==> src/rtl/instr_encode_loader_pkg.sv <==
// Shared definitions for the instruction loader: opcode map, op indices,
// instruction field positions and loader FSM states.
package instr_encode_loader_pkg;

  // Opcodes, identical to the decoder's map.
  localparam logic [5:0] OPC_ADD  = 6'b000001;
  localparam logic [5:0] OPC_SUB  = 6'b000010;
  localparam logic [5:0] OPC_INC  = 6'b000011;
  localparam logic [5:0] OPC_DEC  = 6'b000100;
  localparam logic [5:0] OPC_AND  = 6'b000101;
  localparam logic [5:0] OPC_OR   = 6'b000110;
  localparam logic [5:0] OPC_XOR  = 6'b000111;
  localparam logic [5:0] OPC_NOT  = 6'b001000;
  localparam logic [5:0] OPC_SLL  = 6'b001001;
  localparam logic [5:0] OPC_SRL  = 6'b001010;
  localparam logic [5:0] OPC_ADDI = 6'b001011;
  localparam logic [5:0] OPC_SUBI = 6'b001100;
  localparam logic [5:0] OPC_LW   = 6'b100010;
  localparam logic [5:0] OPC_SW   = 6'b100100;

  // Command op indices.
  localparam logic [3:0] OP_ADD  = 4'd0;
  localparam logic [3:0] OP_SUB  = 4'd1;
  localparam logic [3:0] OP_INC  = 4'd2;
  localparam logic [3:0] OP_DEC  = 4'd3;
  localparam logic [3:0] OP_AND  = 4'd4;
  localparam logic [3:0] OP_OR   = 4'd5;
  localparam logic [3:0] OP_XOR  = 4'd6;
  localparam logic [3:0] OP_NOT  = 4'd7;
  localparam logic [3:0] OP_SLL  = 4'd8;
  localparam logic [3:0] OP_SRL  = 4'd9;
  localparam logic [3:0] OP_ADDI = 4'd10;
  localparam logic [3:0] OP_SUBI = 4'd11;
  localparam logic [3:0] OP_LW   = 4'd12;
  localparam logic [3:0] OP_SW   = 4'd13;

  // Field LSB positions within the 32-bit word.
  localparam int OPC_LSB   = 26;
  localparam int RS_LSB    = 21;
  localparam int RT_LSB    = 16;
  localparam int RD_LSB    = 11;
  localparam int SHAMT_LSB = 6;
  localparam int IMM_LSB   = 0;

  typedef enum logic [2:0] {
    ST_IDLE  = 3'd0,
    ST_LOAD  = 3'd1,
    ST_WRITE = 3'd2,
    ST_FULL  = 3'd3,
    ST_DONE  = 3'd4
  } state_t;

  // Returns {legal, opcode}; indices 14 and 15 are illegal.
  function automatic logic [6:0] op_lookup(input logic [3:0] op);
    logic [6:0] r;
    r = 7'd0;
    case (op)
      OP_ADD:  r = {1'b1, OPC_ADD};
      OP_SUB:  r = {1'b1, OPC_SUB};
      OP_INC:  r = {1'b1, OPC_INC};
      OP_DEC:  r = {1'b1, OPC_DEC};
      OP_AND:  r = {1'b1, OPC_AND};
      OP_OR:   r = {1'b1, OPC_OR};
      OP_XOR:  r = {1'b1, OPC_XOR};
      OP_NOT:  r = {1'b1, OPC_NOT};
      OP_SLL:  r = {1'b1, OPC_SLL};
      OP_SRL:  r = {1'b1, OPC_SRL};
      OP_ADDI: r = {1'b1, OPC_ADDI};
      OP_SUBI: r = {1'b1, OPC_SUBI};
      OP_LW:   r = {1'b1, OPC_LW};
      OP_SW:   r = {1'b1, OPC_SW};
      default: r = 7'd0;
    endcase
    return r;
  endfunction

  function automatic logic is_itype(input logic [3:0] op);
    return (op == OP_ADDI) || (op == OP_SUBI) || (op == OP_LW) || (op == OP_SW);
  endfunction

endpackage

==> src/rtl/instr_encode_loader_encoder.sv <==
// Combinational op index + fields -> {word, legal} encoder.
module instr_encoder
  import instr_encode_loader_pkg::*;
(
  input  logic [3:0]  op,
  input  logic [4:0]  rs,
  input  logic [4:0]  rt,
  input  logic [4:0]  rd,
  input  logic [4:0]  shamt,
  input  logic [15:0] imm,
  output logic [31:0] word,
  output logic        legal
);

  logic [6:0] lookup;
  logic [5:0] opcode;
  logic [4:0] shamt_eff;

  always_comb begin
    lookup    = op_lookup(op);
    legal     = lookup[6];
    opcode    = lookup[5:0];
    // Only shifts carry a shift amount; everything else encodes zero there.
    shamt_eff = ((op == OP_SLL) || (op == OP_SRL)) ? shamt : 5'd0;
    word      = 32'd0;
    if (legal) begin
      if (is_itype(op)) begin
        word = (32'(opcode) << OPC_LSB) | (32'(rs) << RS_LSB) |
               (32'(rt) << RT_LSB) | (32'(imm) << IMM_LSB);
      end else begin
        word = (32'(opcode) << OPC_LSB) | (32'(rs) << RS_LSB) |
               (32'(rt) << RT_LSB) | (32'(rd) << RD_LSB) |
               (32'(shamt_eff) << SHAMT_LSB);
      end
    end
  end

endmodule

==> src/rtl/instr_encode_loader.sv <==
// Instruction-memory loader: accepts commands, encodes them and writes one
// word per two cycles sequentially from a programmable base address.
module instr_encode_loader
  import instr_encode_loader_pkg::*;
#(
  parameter int AW    = 5,
  parameter int DEPTH = 32
) (
  input  logic          clk,
  input  logic          rst,
  input  logic          start,
  input  logic [AW-1:0] base_addr,
  input  logic          finish,
  input  logic          cmd_valid,
  output logic          cmd_ready,
  input  logic [3:0]    cmd_op,
  input  logic [4:0]    cmd_rs,
  input  logic [4:0]    cmd_rt,
  input  logic [4:0]    cmd_rd,
  input  logic [4:0]    cmd_shamt,
  input  logic [15:0]   cmd_imm,
  output logic          imem_we,
  output logic [AW-1:0] imem_addr,
  output logic [31:0]   imem_wdata,
  output logic [AW:0]   word_count,
  output logic          busy,
  output logic          full,
  output logic          done,
  output logic          err_illegal,
  output state_t        dbg_state
);

  // Handshake: a command transfers on a rising edge where cmd_valid && cmd_ready.
  // cmd_ready never depends on cmd_valid; the command must stay stable until then.

  state_t        state_q, state_d;
  logic [AW-1:0] ptr_q;
  logic [31:0]   wdata_q;
  logic [AW:0]   count_q;
  logic          err_q;

  logic [31:0]   enc_word;
  logic          enc_legal;
  logic          at_last;
  logic          session_start;
  logic          accept_word;
  logic          accept_illegal;
  logic          write_commit;

  instr_encoder u_encoder (
    .op    (cmd_op),
    .rs    (cmd_rs),
    .rt    (cmd_rt),
    .rd    (cmd_rd),
    .shamt (cmd_shamt),
    .imm   (cmd_imm),
    .word  (enc_word),
    .legal (enc_legal)
  );

  assign at_last = (ptr_q == AW'(DEPTH - 1));

  always_comb begin
    state_d        = state_q;
    session_start  = 1'b0;
    accept_word    = 1'b0;
    accept_illegal = 1'b0;
    write_commit   = 1'b0;
    cmd_ready      = 1'b0;
    imem_we        = 1'b0;
    busy           = 1'b0;
    full           = 1'b0;
    done           = 1'b0;
    case (state_q)
      ST_IDLE: begin
        if (start) begin
          session_start = 1'b1;
          state_d       = ST_LOAD;
        end
      end
      ST_LOAD: begin
        busy      = 1'b1;
        cmd_ready = !finish;
        if (finish) begin
          state_d = ST_DONE;
        end else if (cmd_valid) begin
          // Illegal ops are consumed without a write so the address stream has no gap.
          if (enc_legal) begin
            accept_word = 1'b1;
            state_d     = ST_WRITE;
          end else begin
            accept_illegal = 1'b1;
          end
        end
      end
      ST_WRITE: begin
        busy         = 1'b1;
        imem_we      = 1'b1;
        write_commit = 1'b1;
        state_d      = at_last ? ST_FULL : ST_LOAD;
      end
      ST_FULL: begin
        full = 1'b1;
        if (finish) begin
          state_d = ST_DONE;
        end else if (start) begin
          session_start = 1'b1;
          state_d       = ST_LOAD;
        end
      end
      ST_DONE: begin
        done    = 1'b1;
        state_d = ST_IDLE;
      end
      default: state_d = ST_IDLE;
    endcase
  end

  always_ff @(posedge clk) begin
    if (rst) begin
      state_q <= ST_IDLE;
      ptr_q   <= '0;
      wdata_q <= '0;
      count_q <= '0;
      err_q   <= 1'b0;
    end else begin
      state_q <= state_d;
      if (session_start) begin
        ptr_q   <= base_addr;
        count_q <= '0;
        err_q   <= 1'b0;
      end
      if (accept_word) wdata_q <= enc_word;
      if (accept_illegal) err_q <= 1'b1;
      if (write_commit) begin
        count_q <= count_q + (AW + 1)'(1);
        // Pointer stays on the last address once memory is full; it never wraps.
        if (!at_last) ptr_q <= ptr_q + AW'(1);
      end
    end
  end

  assign imem_addr   = ptr_q;
  assign imem_wdata  = wdata_q;
  assign word_count  = count_q;
  assign err_illegal = err_q;
  assign dbg_state   = state_q;

endmodule

==> config.mk <==
export PLATFORM = sky130hd
export DESIGN_NAME = instr_encode_loader
export DESIGN_NICKNAME = d
export VERILOG_FILES = /design/src/rtl/instr_encode_loader_pkg.sv /design/src/rtl/instr_encode_loader_encoder.sv /design/src/rtl/instr_encode_loader.sv
export SDC_FILE = /design/constraint.sdc
export NUM_CORES = 1
export LEC_CHECK = 0
export CAP_MARGIN = 15
export CELL_PAD_IN_SITES_DETAIL_PLACEMENT = 1
export CELL_PAD_IN_SITES_GLOBAL_PLACEMENT = 1
export CORE_MARGIN = 4
export CORE_UTILIZATION = 47
export CTS_CLUSTER_SIZE = 16
export DETAILED_ROUTE_END_ITERATION = 7
export DONT_BUFFER_PORTS = 1
export GPL_TIMING_DRIVEN = 0
export MAX_ROUTING_LAYER = met4
export PLACE_DENSITY = 0.89
export SYNTH_ARGS = -nofsm -noshare
export SYNTH_HDL_FRONTEND = slang
export SYNTH_SLANG_ARGS = --single-unit
==> constraint.sdc <==
create_clock -name clk -period 5 [get_ports clk]
set_clock_uncertainty 0.2 [all_clocks]
set_input_delay 0.75 -clock clk [delete_from_list [all_inputs] [get_ports clk]]
set_output_delay 0.75 -clock clk [all_outputs]
set_load 0.05 [all_outputs]
# Word-level counts from Yosys, hierarchy flattened
# Memories as Yosys holds them, arrays and structs flattened.
# Cells that the tools add are included.
# word_totals
rom_bits	96
register_bits	47
mem_count	1
out_inout_bits	52
inputBits	50
# mem_list
name	words	word_bits	read_ports	rd_clocked_by_memory_dff	wr	line_no	text
(name not given)	16	6	1	0	0	instr_encode_loader_pkg.sv:57	case (op)
# op_classes
n_reduce_logical	10
eq_ne	13
add_sub_neg	2
n_mux	33
bitwise_logic	5
# op_table
op	n
32-bit 2-to-1 mux	2
32-bit by 16-bit OR with 32-bit output	2
32-bit by 11-bit OR with 32-bit output	1
32-bit by 21-bit OR with 32-bit output	1
32-bit by 26-bit OR with 32-bit output	1
4-bit equality test (second input constant)	6
5-bit 2-to-1 mux	4
1-bit 2-to-1 mux	17
3-bit 2-to-1 mux	5
6-bit 2-to-1 mux	2
3-bit case mux with 4 select lines	1
6-bit by 1-bit adder with 6-bit output (second input constant)	1
3-bit by 2-bit equality test with 1-bit output (second input constant)	2
5-bit by 1-bit adder with 5-bit output (second input constant)	1
5-bit equality test (second input constant)	1
1-bit logical OR	4
2-bit nonzero test	2
3-bit by 1-bit equality test with 1-bit output (second input constant)	1
3-bit equality test (second input constant)	1
3-bit logical NOT	1
3-bit by 2-bit != test with 1-bit output (second input constant)	1
3-bit != test (second input constant)	1
2-bit 2-to-1 mux	1
1-bit case mux with 2 select lines	1
3 further kinds	3

# Logic depth before layout (Yosys ltp)
# An unclocked memory read counts as a cell.
# depth
word_depth	7
ltp_mapped	7

# By module
# A second synthesis with hierarchy kept.
# unflattened
cells_unflattened	309
hier_area_um2	2532.4
# by_module_without_submodules
module	area_each_um2	cells_per_inst	instances
instr_encode_loader	2108.3	251	1
instr_encoder	424.2	58	1

# Worst setup path before layout
# No wires, ideal clock.
# synth_path
path_kind	register -> output
from	register state_q[2], in the netlist dbg_state[2]
to	output done
n_path_buf	1
t_arrival_ps	1937
slack_ps	2113
path_stages_with_launch	4
cell_sequence	dfxtp_1 buf_6 inv_1 nor3_1
# synth_via
elab_chain_len	2
# synth_lines
item	line_no	text
start, declared	instr_encode_loader.sv:36	state_t state_q, state_d;
start signal, assigned	instr_encode_loader.sv:127	state_q <= state_d;
3-bit equality test	instr_encode_loader.sv:74	case (state_q)
1-bit 2-to-1 mux	instr_encode_loader.sv:74	
end, declared	instr_encode_loader.sv:28	output logic done,
# Every way passes these cells.

# Worst setup path in the final report
# layout_path
from	register state_q[0], in the netlist dbg_state[0]
to	output busy
# layout_via
elab_chain_len	3
word_cells_on_any_way	4
classes_between	eq/ne (2); mux (1); reduce/logical (1)
# layout_lines
item	line_no	text
3-bit by 1-bit equality test with 1-bit output / 3-bit by 2-bit equality test with 1-bit output (equally long branches)	instr_encode_loader.sv:74	
2-bit OR reduction (no line) *	n/a	
1-bit 2-to-1 mux *	instr_encode_loader.sv:74	
end, declared	instr_encode_loader.sv:26	output logic busy,
# Every way passes the cells marked *; elsewhere a longest branch is shown, timed or not.

==> results.cfg <==
[outcome]
status = finished, final reports clean

[clocking]
cts_resized = 0
cts_buffer_depth = 2
htree_levels = 2
ctsHoldBuffers = 0
clkTransAtPathRegs_ns = 0.09
cts_inserted_buffers = 5
cts_setup_buffers = 0
clk_latency_ns = 0.30
clockRootBuffer = clkbuf_8
cts.sink_count = 46
cts_tree = done

[synthesis]
synth_simple_gate_area_frac = 0.236
synth_top_cells_by_area = dfxtp_1, nand2_1, a21oi_1, ha_1, a311oi_1
synth_flop_cell = dfxtp_1
synth_xor_xnor_area_share = 0.00403
synthMuxAreaShare = 0
synth_fa_ha_area_frac = 0.0461
synth-edff-count = 0
ys_types = 45
avgSynthCellArea_sq_um = 8.45
synth_area_leader_cell = dfxtp_1
synth_top_family_by_area = simple AND/OR/NAND/NOR gates
yosys_register_bits = 46
yosysWarnings = 0
async_reset_ff_frac = 0
synth_top_area_frac = 0.424
synth-seq-area-share = 0.424
netlist_area_sq_um = 2170
synth_compound_area_frac = 0.231
synth_nets = 315
synthCells = 257

[timing]
hold_viol_final = 0
finalSetupViolations = 0
fin_crit_sh = 0.621
fin_crit_ns = 3.10
fin_ws_ns = 1.90
slew_viol_final = 0
rsz0062_at_grt = false
tightest_slew_ns = 1.13
tns_ns = 0
timing.fmax_ghz = 0.322
relSlewSlack = 0.244

[setup_path]
slowest_delay_ns = 0.68
path_cells = clkbuf_1 -> xnor2_1 -> nor2_1
critical_path.max_fanout = 10
slowest_stage = nor2_1
arrival_ns = 2.15
crit_required_ns = 4.05
end_kind = output port
crit_path_start_kind = flop
path_class = flop to output port

[power_and_ir_drop]
p_leak_nw = 0.835
peakVddDrop_uv = 187
sw_frac_of_total = 0.280
internal_power_mw = 0.604
pwr-share-seq = 0.501
power_switching_mw = 0.235
power_frac_comb = 0.105
p_clk_frac = 0.395
power_density_nw_per_um2 = 352

[placement]
dp_hpwl_mm = 4.63
place_ws_ns = 2.01
port-buffer-count = 0
place_congestion = 0.776

[floorplanning]
fp.dieW_um = 76.0
io_pins = 102
die-area_sq_um = 5770
rows = 24
core_area_sq_um = 4410
die_h_um = 76.0
initial_core_util = 0.492

[job]
max_cap_viol_count = 0

[detailed_routing]
routed_wl_mm = 6.31
vias = 1994
wl_per_cell_um = 19.9
drtIter0Drc = 57
postRouteAntennaNets = 0
drcViolationCount = 0
drt_pass1_iterations = 4
avgViaCountPerCell = 6.27

[worst_hold_path]
hold_class = input pin to flop

[layout]
antenna_cells = 0
final_cell_mix = dfxtp_1, nand2_1, a21oi_1
nNetsFinal = 323
synthToLayoutAreaGrowth_pct = 9.68
drive_above_1_share = 0.0865
mostFrequentLayoutCell = dfxtp_1

[global_route]
grt_antenna_before_repair = 0
grt_pass1_wl_mm = 10.3
grt_pass1_vias = 1952
grt-ovfl-total = 0
grt_max_degree = 16
track_usage = 0.220
-- power groups by stage --
stage               sequential (mW)  combinational, mW  clock [mW]
floorplan                     0.425             0.0680           0
global placement              0.428             0.0823           0
detailed placement            0.429             0.0860           0
CTS                           0.420             0.0877       0.335
global route                  0.422             0.0969       0.355
finish                        0.420             0.0878       0.331
-- final cells by class --
| class | instances | area, sq um |
|---|---|---|
| Inverter | 6 | 22.5 |
| Tap cell | 52 | 65.1 |
| Sequential cell | 46 | 921 |
| Fill cell | 540 | 2030 |
| Clock buffer | 5 | 68.8 |
| Clock inverter | 3 | 68.8 |
| Buffer | 19 | 100 |
| Timing Repair Buffer | 1 | 7.51 |
| Multi-Input combinational cell | 186 | 1130 |
-- cell families after synthesis --
family | after synthesis
simple gates | 102
buf+inv | 25
fa+ha+maj | 8
xor+xnor | 1
flops | 46
other cells | 1
compound gates | 74
-- synth_stat cells, types with 3 or more instances --
| cell type | instances |
|---|---|
| buf_2 | 5 |
| a21oi_1 | 28 |
| ha_1 | 8 |
| nand2b_1 | 4 |
| nor2_1 | 18 |
| o2bb2ai_1 | 5 |
| inv_1 | 6 |
| a211oi_1 | 6 |
| nand4_1 | 7 |
| a22oi_1 | 7 |
| clkbuf_1 | 10 |
| and3_1 | 3 |
| a31oi_1 | 3 |
| nand3_1 | 12 |
| dfxtp_1 | 46 |
| nand2_1 | 43 |
| a311oi_1 | 11 |
-- per-stage QoR --
step	util	instance area [sq um]	total power [mW]	hold WS, ns	instances
after detailed placement	0.508	2240	0.515	0.497	310
after CTS	0.539	2380	0.843	0.350	318
after global routing	0.539	2380	0.874	0.342	318
after global placement	0.507	2240	0.510	0.490	309
after floorplan	-	2170	0.493	0.471	257
final	0.539	2380	0.839	0.355	318
-- worst paths after layout --
check	end	slack, ns	cells after the start	start
min	imem_wdata[31]	0.36	1	cmd_valid
max reg2reg	imem_wdata[8]	1.98	5	dbg_state[2]
max	busy	1.90	3	dbg_state[0]
min reg2reg	imem_wdata[21]	0.51	2	imem_wdata[21]
-- sequential cells by signal, indices dropped and copies added, names as in the netlist --
register     cells
imem_wdata      31
err_illegal      1
imem_addr        5
word_count       6
dbg_state        3
-- per-layer routing --
metal | GRT usage | vias to the layer above | wire [um]
met4 | 0.0391 | 0 | 68
met3 | 0.0711 | 10 | 411
met5 | - | - | 0
met1 | 0.261 | 976 | 2580
li1 | - | 946 | -
met2 | 0.366 | 62 | 3250
-- worst max-delay path: cells and delay by family, from the launching register on --
family / cells / cell delay, ns
and+or+nand+nor: 1 / 0.68
buffers and inverters: 1 / 0.40
DFF: 1 / 0.67
xor gates and xnor gates: 1 / 0.11
No activity file was read; power rests on OpenSTA's default activity.
